==> src/rtl/forward_hazard_unit.sv <==
// forward_hazard_unit
//   Operand bypass and load-use hazard control for the MIPS pipeline.
//   This block sits between ID and the ID/EX register. For each decode read
//   port it picks the youngest in-flight producer (EX > MEM > WB) and drives
//   the operand mux. Register r0 is never bypassed. On a load-use hazard it
//   holds PC and IF/ID and injects bubbles into EX for LOAD_LATENCY enabled
//   cycles. It also keeps a saturating count of stalled cycles for debug.
//
// Ports
//   i_clock, i_reset   clock; synchronous active-high reset
//   i_enable           pipeline advance; 0 freezes all state
//   i_clr_cnt          clear the stall-cycle counter
//   i_rs, i_use        per-port read address and read-valid
//   i_we_*, i_rd_*,    per-stage write enable, destination, result
//   i_data_*, i_load_ex
//   o_data, o_mux      per-port bypass data and operand mux select
//   o_stall, o_bubble  IF/ID hold and ID/EX flush
//   o_stall_cycles     saturating stalled-cycle count
module forward_hazard_unit #(
  parameter int unsigned NB_REG_ADDR  = 5,
  parameter int unsigned NB_REG       = 32,
  parameter int unsigned N_PORTS      = 2,
  parameter int unsigned LOAD_LATENCY = 1,
  parameter int unsigned NB_CNT       = 16
) (
  input  logic                           i_clock,
  input  logic                           i_reset,
  input  logic                           i_enable,
  input  logic                           i_clr_cnt,
  input  logic [N_PORTS*NB_REG_ADDR-1:0] i_rs,
  input  logic [N_PORTS-1:0]             i_use,
  input  logic                           i_we_ex,
  input  logic                           i_we_mem,
  input  logic                           i_we_wb,
  input  logic                           i_load_ex,
  input  logic [NB_REG_ADDR-1:0]         i_rd_ex,
  input  logic [NB_REG_ADDR-1:0]         i_rd_mem,
  input  logic [NB_REG_ADDR-1:0]         i_rd_wb,
  input  logic [NB_REG-1:0]              i_data_ex,
  input  logic [NB_REG-1:0]              i_data_mem,
  input  logic [NB_REG-1:0]              i_data_wb,
  output logic [N_PORTS*NB_REG-1:0]      o_data,
  output logic [N_PORTS-1:0]             o_mux,
  output logic                           o_stall,
  output logic                           o_bubble,
  output logic [NB_CNT-1:0]              o_stall_cycles
);

  localparam int unsigned NbLcnt = $clog2(LOAD_LATENCY + 1);

  typedef enum logic {StIdle, StStall} state_e;

  state_e              state_q, state_d;
  logic [NbLcnt-1:0]   cnt_q, cnt_d;
  logic [NB_CNT-1:0]   stall_cycles_q, stall_cycles_d;
  logic [N_PORTS-1:0]  haz_vec;
  logic                haz;
  logic                stall_raw;

  // Per-port bypass selection; ports are fully independent.
  for (genvar p = 0; p < N_PORTS; p++) begin : g_port
    logic [NB_REG_ADDR-1:0] rs;
    logic                   rs_nz;
    logic                   hit_ex, hit_mem, hit_wb;

    assign rs      = i_rs[p*NB_REG_ADDR +: NB_REG_ADDR];
    assign rs_nz   = (rs != '0);
    // A load in EX has no result yet, so it cannot feed the EX bypass.
    assign hit_ex  = i_use[p] & i_we_ex & ~i_load_ex & (rs == i_rd_ex) & rs_nz;
    assign hit_mem = i_use[p] & i_we_mem & (rs == i_rd_mem) & rs_nz;
    assign hit_wb  = i_use[p] & i_we_wb & (rs == i_rd_wb) & rs_nz;
    assign haz_vec[p] = i_use[p] & i_we_ex & i_load_ex & (rs == i_rd_ex) & rs_nz;

    assign o_mux[p] = hit_ex | hit_mem | hit_wb;
    assign o_data[p*NB_REG +: NB_REG] = hit_ex  ? i_data_ex  :
                                        hit_mem ? i_data_mem :
                                        hit_wb  ? i_data_wb  : '0;
  end

  assign haz = |haz_vec;

  // In StStall, EX holds a bubble, so a fresh hazard cannot be observed there.
  assign stall_raw = (state_q == StStall) | haz;
  assign o_stall   = stall_raw & ~i_reset;
  assign o_bubble  = stall_raw & ~i_reset;

  always_comb begin
    state_d        = state_q;
    cnt_d          = cnt_q;
    stall_cycles_d = stall_cycles_q;
    if (i_enable) begin
      unique case (state_q)
        StIdle: begin
          // The IDLE hazard cycle is the first of LOAD_LATENCY stall cycles.
          if (haz && (LOAD_LATENCY > 1)) begin
            state_d = StStall;
            cnt_d   = NbLcnt'(LOAD_LATENCY - 1);
          end
        end
        StStall: begin
          cnt_d = cnt_q - NbLcnt'(1);
          if (cnt_q == NbLcnt'(1)) begin
            state_d = StIdle;
          end
        end
      endcase

      if (i_clr_cnt) begin
        stall_cycles_d = '0;
      end else if (o_stall && (stall_cycles_q != {NB_CNT{1'b1}})) begin
        stall_cycles_d = stall_cycles_q + NB_CNT'(1);
      end
    end
  end

  always_ff @(posedge i_clock) begin
    if (i_reset) begin
      state_q        <= StIdle;
      cnt_q          <= '0;
      stall_cycles_q <= '0;
    end else begin
      state_q        <= state_d;
      cnt_q          <= cnt_d;
      stall_cycles_q <= stall_cycles_d;
    end
  end

  assign o_stall_cycles = stall_cycles_q;

endmodule

==> config.mk <==
export PLATFORM = sky130hd
export DESIGN_NAME = forward_hazard_unit
export DESIGN_NICKNAME = d
export VERILOG_FILES = /design/src/rtl/forward_hazard_unit.sv
export SDC_FILE = /design/constraint.sdc
export NUM_CORES = 1
export LEC_CHECK = 0
export ABC_AREA = 1
export BUFFER_PORTS_ARGS = -buffer_cell sky130_fd_sc_hd__buf_4
export CAP_MARGIN = 30
export CORE_MARGIN = 2
export CORE_UTILIZATION = 40
export CTS_BUF_LIST = sky130_fd_sc_hd__clkbuf_8
export DETAILED_ROUTE_END_ITERATION = 10
export PLACE_DENSITY_LB_ADDON = 0.25
export SLEW_MARGIN = 20
export SYNTH_ARGS = -nofsm -noshare
export SYNTH_HDL_FRONTEND = slang
export SYNTH_SLANG_ARGS = --single-unit
==> constraint.sdc <==
create_clock -name i_clock -period 1.8 [get_ports i_clock]
set_input_delay 0.18 -clock i_clock [delete_from_list [all_inputs] [get_ports i_clock]]
set_output_delay 0.18 -clock i_clock [all_outputs]
set_load 0.1 [all_outputs]
==> results of run 1 <==
## Yosys cell counts (all sizes together)
library cell    n  share of area
or2            20          0.038
o211ai         22          0.050
a21oi          22          0.036
xnor2           3         0.0079
xor2            8          0.021
ha              1         0.0038
o21ai          43          0.065
nor4            5          0.011
o22ai          11          0.021
buf            16          0.028
nand4          16          0.030
clkinv          2         0.0023
nor2           52          0.060
nand3b          2         0.0045
clkbuf         24          0.027
nand3          70           0.11
inv            67          0.076
dfxtp          18           0.11
a31oi          14          0.026
nand2         220           0.25
nor3            3         0.0060
o21bai          1         0.0023
a211oi          5          0.013
## logic make-up after synthesis
kind of cell | synth area share
fa+ha+maj | 0.00378
xor+xnor | 0.0291
flops | 0.109
compound gates | 0.213
buf+inv | 0.133
simple gates | 0.512
## per-stage QoR
step	cells	util	hold WS, ps	setup TNS [ps]
floorplan	645	-	242	-4800
detailed placement	971	0.714	379	-11540
CTS	995	0.856	108	-1230
global placement	971	0.714	370	-11410
## timing repair
action | in CTS
resized for setup | 258
buffers inserted | 13
pin swaps | 29
cloned | 7
setup endpoints to repair | 74
==> results.py, run 1 <==
metrics = {
    "status": {
        "status": "aborted with a tool error",
        "error": "[ERROR DPL-0038] Utilization greater than 100%, impossible to legalize",
        "failed_stage": "global routing",
    },
    "place": {
        "gp_congestion": 0.918,
        "dp_hpwl_microns": 11700,
        "place_area_sq_mm": 0.00581,
        "port_buffers": 214,
        "dp_worst_setup_slack_ps": -230,
    },
    "die": {
        "start_util": 0.407,
        "die_w_microns": 95.0,
        "die_y_microns": 95.0,
        "ios": 215,
        "rows": 33,
    },
    "sta": {
        "worst_endpoint": "o_data[25]",
        "worst-ep-kind": "top-level output",
    },
    "synth": {
        "synth.net_count": 777,
        "synth_area_sq_mm": 0.00331,
        "yosysUniqueCellTypes": 36,
        "yosysWarnings": 0,
        "postSynthAreaPerCell_sq_um": 5.13,
        "postSynthCellCount": 645,
        "ys_seq_area_frac": 0.109,
        "synth-seq-cells": 18,
    },
    "clocking": {
        "cts-root-buf": "clkbuf_8",
        "cts.sinks": 18,
        "numCtsBuffers": 3,
        "cts_hold_buffers": 0,
        "cts_buffer_depth": 2,
        "htreeDepth": 1,
    },
    "global_routing": {
        "grt_max_degree": 32,
    },
}
==> inputs of run 2 (changes only) <==
Settings changed: CTS_BUF_LIST sky130_fd_sc_hd__clkbuf_8 to default, PLACE_DENSITY_LB_ADDON 0.25 to 0.15.
Clock period 1.8 ns to 2.35 ns, I/O delays scaled along.
==> run 2 against run 1 <==
Compared with the run above:
- the flow now finishes without violations
- synthesized area unchanged
- synthesized cell count did not move
==> results.py, run 2 <==
metrics = {
    "die": {
        "ios": 215,
        "die-area_sq_mm": 0.00902,
        "die_w_microns": 95.0,
        "core_area_sq_mm": 0.00813,
        "die_y_microns": 95.0,
        "start_util": 0.407,
        "rows": 33,
    },
    "synth": {
        "synth_top_area_share": 0.246,
        "yosysWarnings": 0,
        "ys.flop_type": "dfxtp_1",
        "postSynthCellCount": 645,
        "async_flop_share": 0,
        "postSynthAreaPerCell_sq_um": 5.13,
        "yosysTopAreaCell": "nand2_1",
        "yosysMostFrequentCell": "nand2_1",
        "synth_area_sq_mm": 0.00331,
        "netlist_top_cells_count": "217 x nand2_1, 67 x nand3_1, 62 x inv_1",
        "synth.net_count": 777,
        "synth-seq-cells": 18,
        "yosysUniqueCellTypes": 36,
        "ys_top_cells_by_area": "nand2_1 25%, dfxtp_1 11%, nand3_1 10%, inv_1 7.0%, nor2_1 5.7%",
        "ys_seq_area_frac": 0.109,
        "synth-edff-count": 0,
    },
    "global_routing": {
        "grt_pass1_wl_microns": 21200,
        "grt_usage": 0.290,
        "grt_max_degree": 40,
        "grt_pass1_vias": 4508,
        "overflow": 0,
        "antenna_found_initial": 0,
    },
    "clocking": {
        "clk_pin_slew_ps": 70,
        "cts_tree": "done",
        "ctsResizeCount": 0,
        "cts.sinks": 18,
        "numCtsBuffers": 3,
        "post_cts_buffers": 0,
        "htreeDepth": 1,
        "cts_hold_buffers": 0,
        "cts_buffer_depth": 2,
        "clk_latency_ps": 250,
        "cts-root-buf": "clkbuf_8",
    },
    "drt": {
        "vias": 5072,
        "antenna_left": 0,
        "wl_per_cell_microns": 14.5,
        "drc_errors": 0,
        "viasPerCell": 5.35,
        "drtPass1Iterations": 5,
        "dr.first_iter.drc_count": 261,
        "wirelength_microns": 13700,
    },
    "place": {
        "placed_cells": 944,
        "dp_hpwl_microns": 11100,
        "port_buffers": 214,
        "gp_congestion": 1.01,
    },
    "worst_setup_path": {
        "path_max_fanout": 13,
        "cp-end-kind": "output port",
        "cp.required_ps": 2120,
        "critPathArrivalTime_ps": 1970,
        "crit_type": "in2out",
        "start_kind": "input pin",
        "r2r_setup_slack_ps": 280,
    },
    "power": {
        "power_density_mw_per_mm2": 255,
        "vdd_drop_max_v": 0.000172,
        "total_power_mw": 1.35,
        "p_leak_nw": 2.83,
    },
    "sta": {
        "fmax_mhz": 454,
        "max_slew_margin": 0.649,
        "worst_slew_pin_slew_ps": 524,
        "drv_slew": 0,
        "hold_viol": 0,
        "setup_viol": 0,
        "finClkSkew_ps": 3.59,
        "finalCritPeriodShare": 0.937,
        "finalCriticalPeriod_ps": 2200,
        "tns_ps": 0,
        "grt_setup_unrepaired": "false",
        "holdWs_ps": 161,
    },
    "final_layout": {
        "largest_reg_flops": 16,
        "nets": 976,
        "drive_gt1_frac": 0.336,
        "final_common_cell": "buf_4",
        "area_delta_synth_final_pct": 60.6,
        "n_antenna_cell": 0,
        "mostFrequentLayoutCells": "229 x buf_4, 217 x nand2_1, 67 x nand3_1",
        "nFillCells": 766,
        "fin_cells": 948,
    },
    "min_path": {
        "holdCritPathClass": "in2reg",
    },
    "flow_run": {
        "drv_cap": 0,
    },
    "status": {
        "status": "finished, final reports clean",
    },
}
[run 2: cell counts after synthesis]
Identical to the previous run, type by type.
[run 2: power breakdown]
group	leakage, nW	switching, mW	internal (mW)	total [mW]
Clock	0.0231	0.104	0.116	0.220
Sequential	0.152	0.0184	0.321	0.340
Combinational	2.66	0.520	0.273	0.794
Total	2.83	0.643	0.711	1.35
[run 2: area by class of cell]
type | instances | area, sq um | share of cell area
clock buffers | 3 | 41.3 | 0.00776
clock inverters | 1 | 3.75 | 0.000706
inverters | 69 | 259 | 0.0487
multi-input cells | 518 | 2690 | 0.505
flip-flops and latches | 18 | 378 | 0.0711
well taps | 105 | 131 | 0.0247
repair buffers | 234 | 1820 | 0.342
[run 2: through the flow]
| step | setup slack (ps) | utilization | area, sq um |
|---|---|---|---|
| final | 147 | 0.654 | 5320 |
| after global routing | 4.58 | 0.654 | 5320 |
| after CTS | 170 | 0.654 | 5320 |
| after detailed placement | 169 | 0.648 | 5270 |
| after global placement | 172 | 0.648 | 5270 |
| after floorplan | -361 | - | 3500 |
[run 2: final timing paths]
check                                       from                               to  depth (start not counted)
setup / recovery                         i_rs[9]                       o_data[42]                         11
hold / removal                           i_reset  o_stall_cycles[11]$_SDFFE_PP0P_                          2
setup reg to reg  o_stall_cycles[0]$_SDFFE_PP0P_  o_stall_cycles[14]$_SDFFE_PP0P_                         14
hold reg to reg               cnt_q$_SDFFE_PP0P_             state_q$_SDFFE_PP0P_                          1
[run 2: logic make-up (layout without fill, tap and decap cells)]
group                      Yosys count  in the layout  share of synthesized area
and+or+nand+nor                    388            388                      0.512
AOI/OAI and AO/OA                  118            118                      0.213
buffers and inverters              109            307                      0.133
DFF                                 18             18                      0.109
xor gates and xnor gates            11             11                     0.0291
adders and majority gates            1              1                    0.00378
[run 2: metal layers]
metal,global-route usage,part of all wire,up-vias
met3,0.0567,0.084,31
met1,0.334,0.37,2293
met2,0.530,0.52,222
met5,0,0,-
li1,-,-,2526
met4,0.0990,0.025,0
[run 2: worst max-delay path, stage by stage]
cell and delay (ps):
buf_4 100, inv_1 90, nand3_2 130, inv_2 50
a211oi_1 270, nand2_1 100, buf_4 160, inv_2 190
nand2_1 130, a31oi_4 190, buf_4 310
No activity file was read; power rests on OpenSTA's default activity.
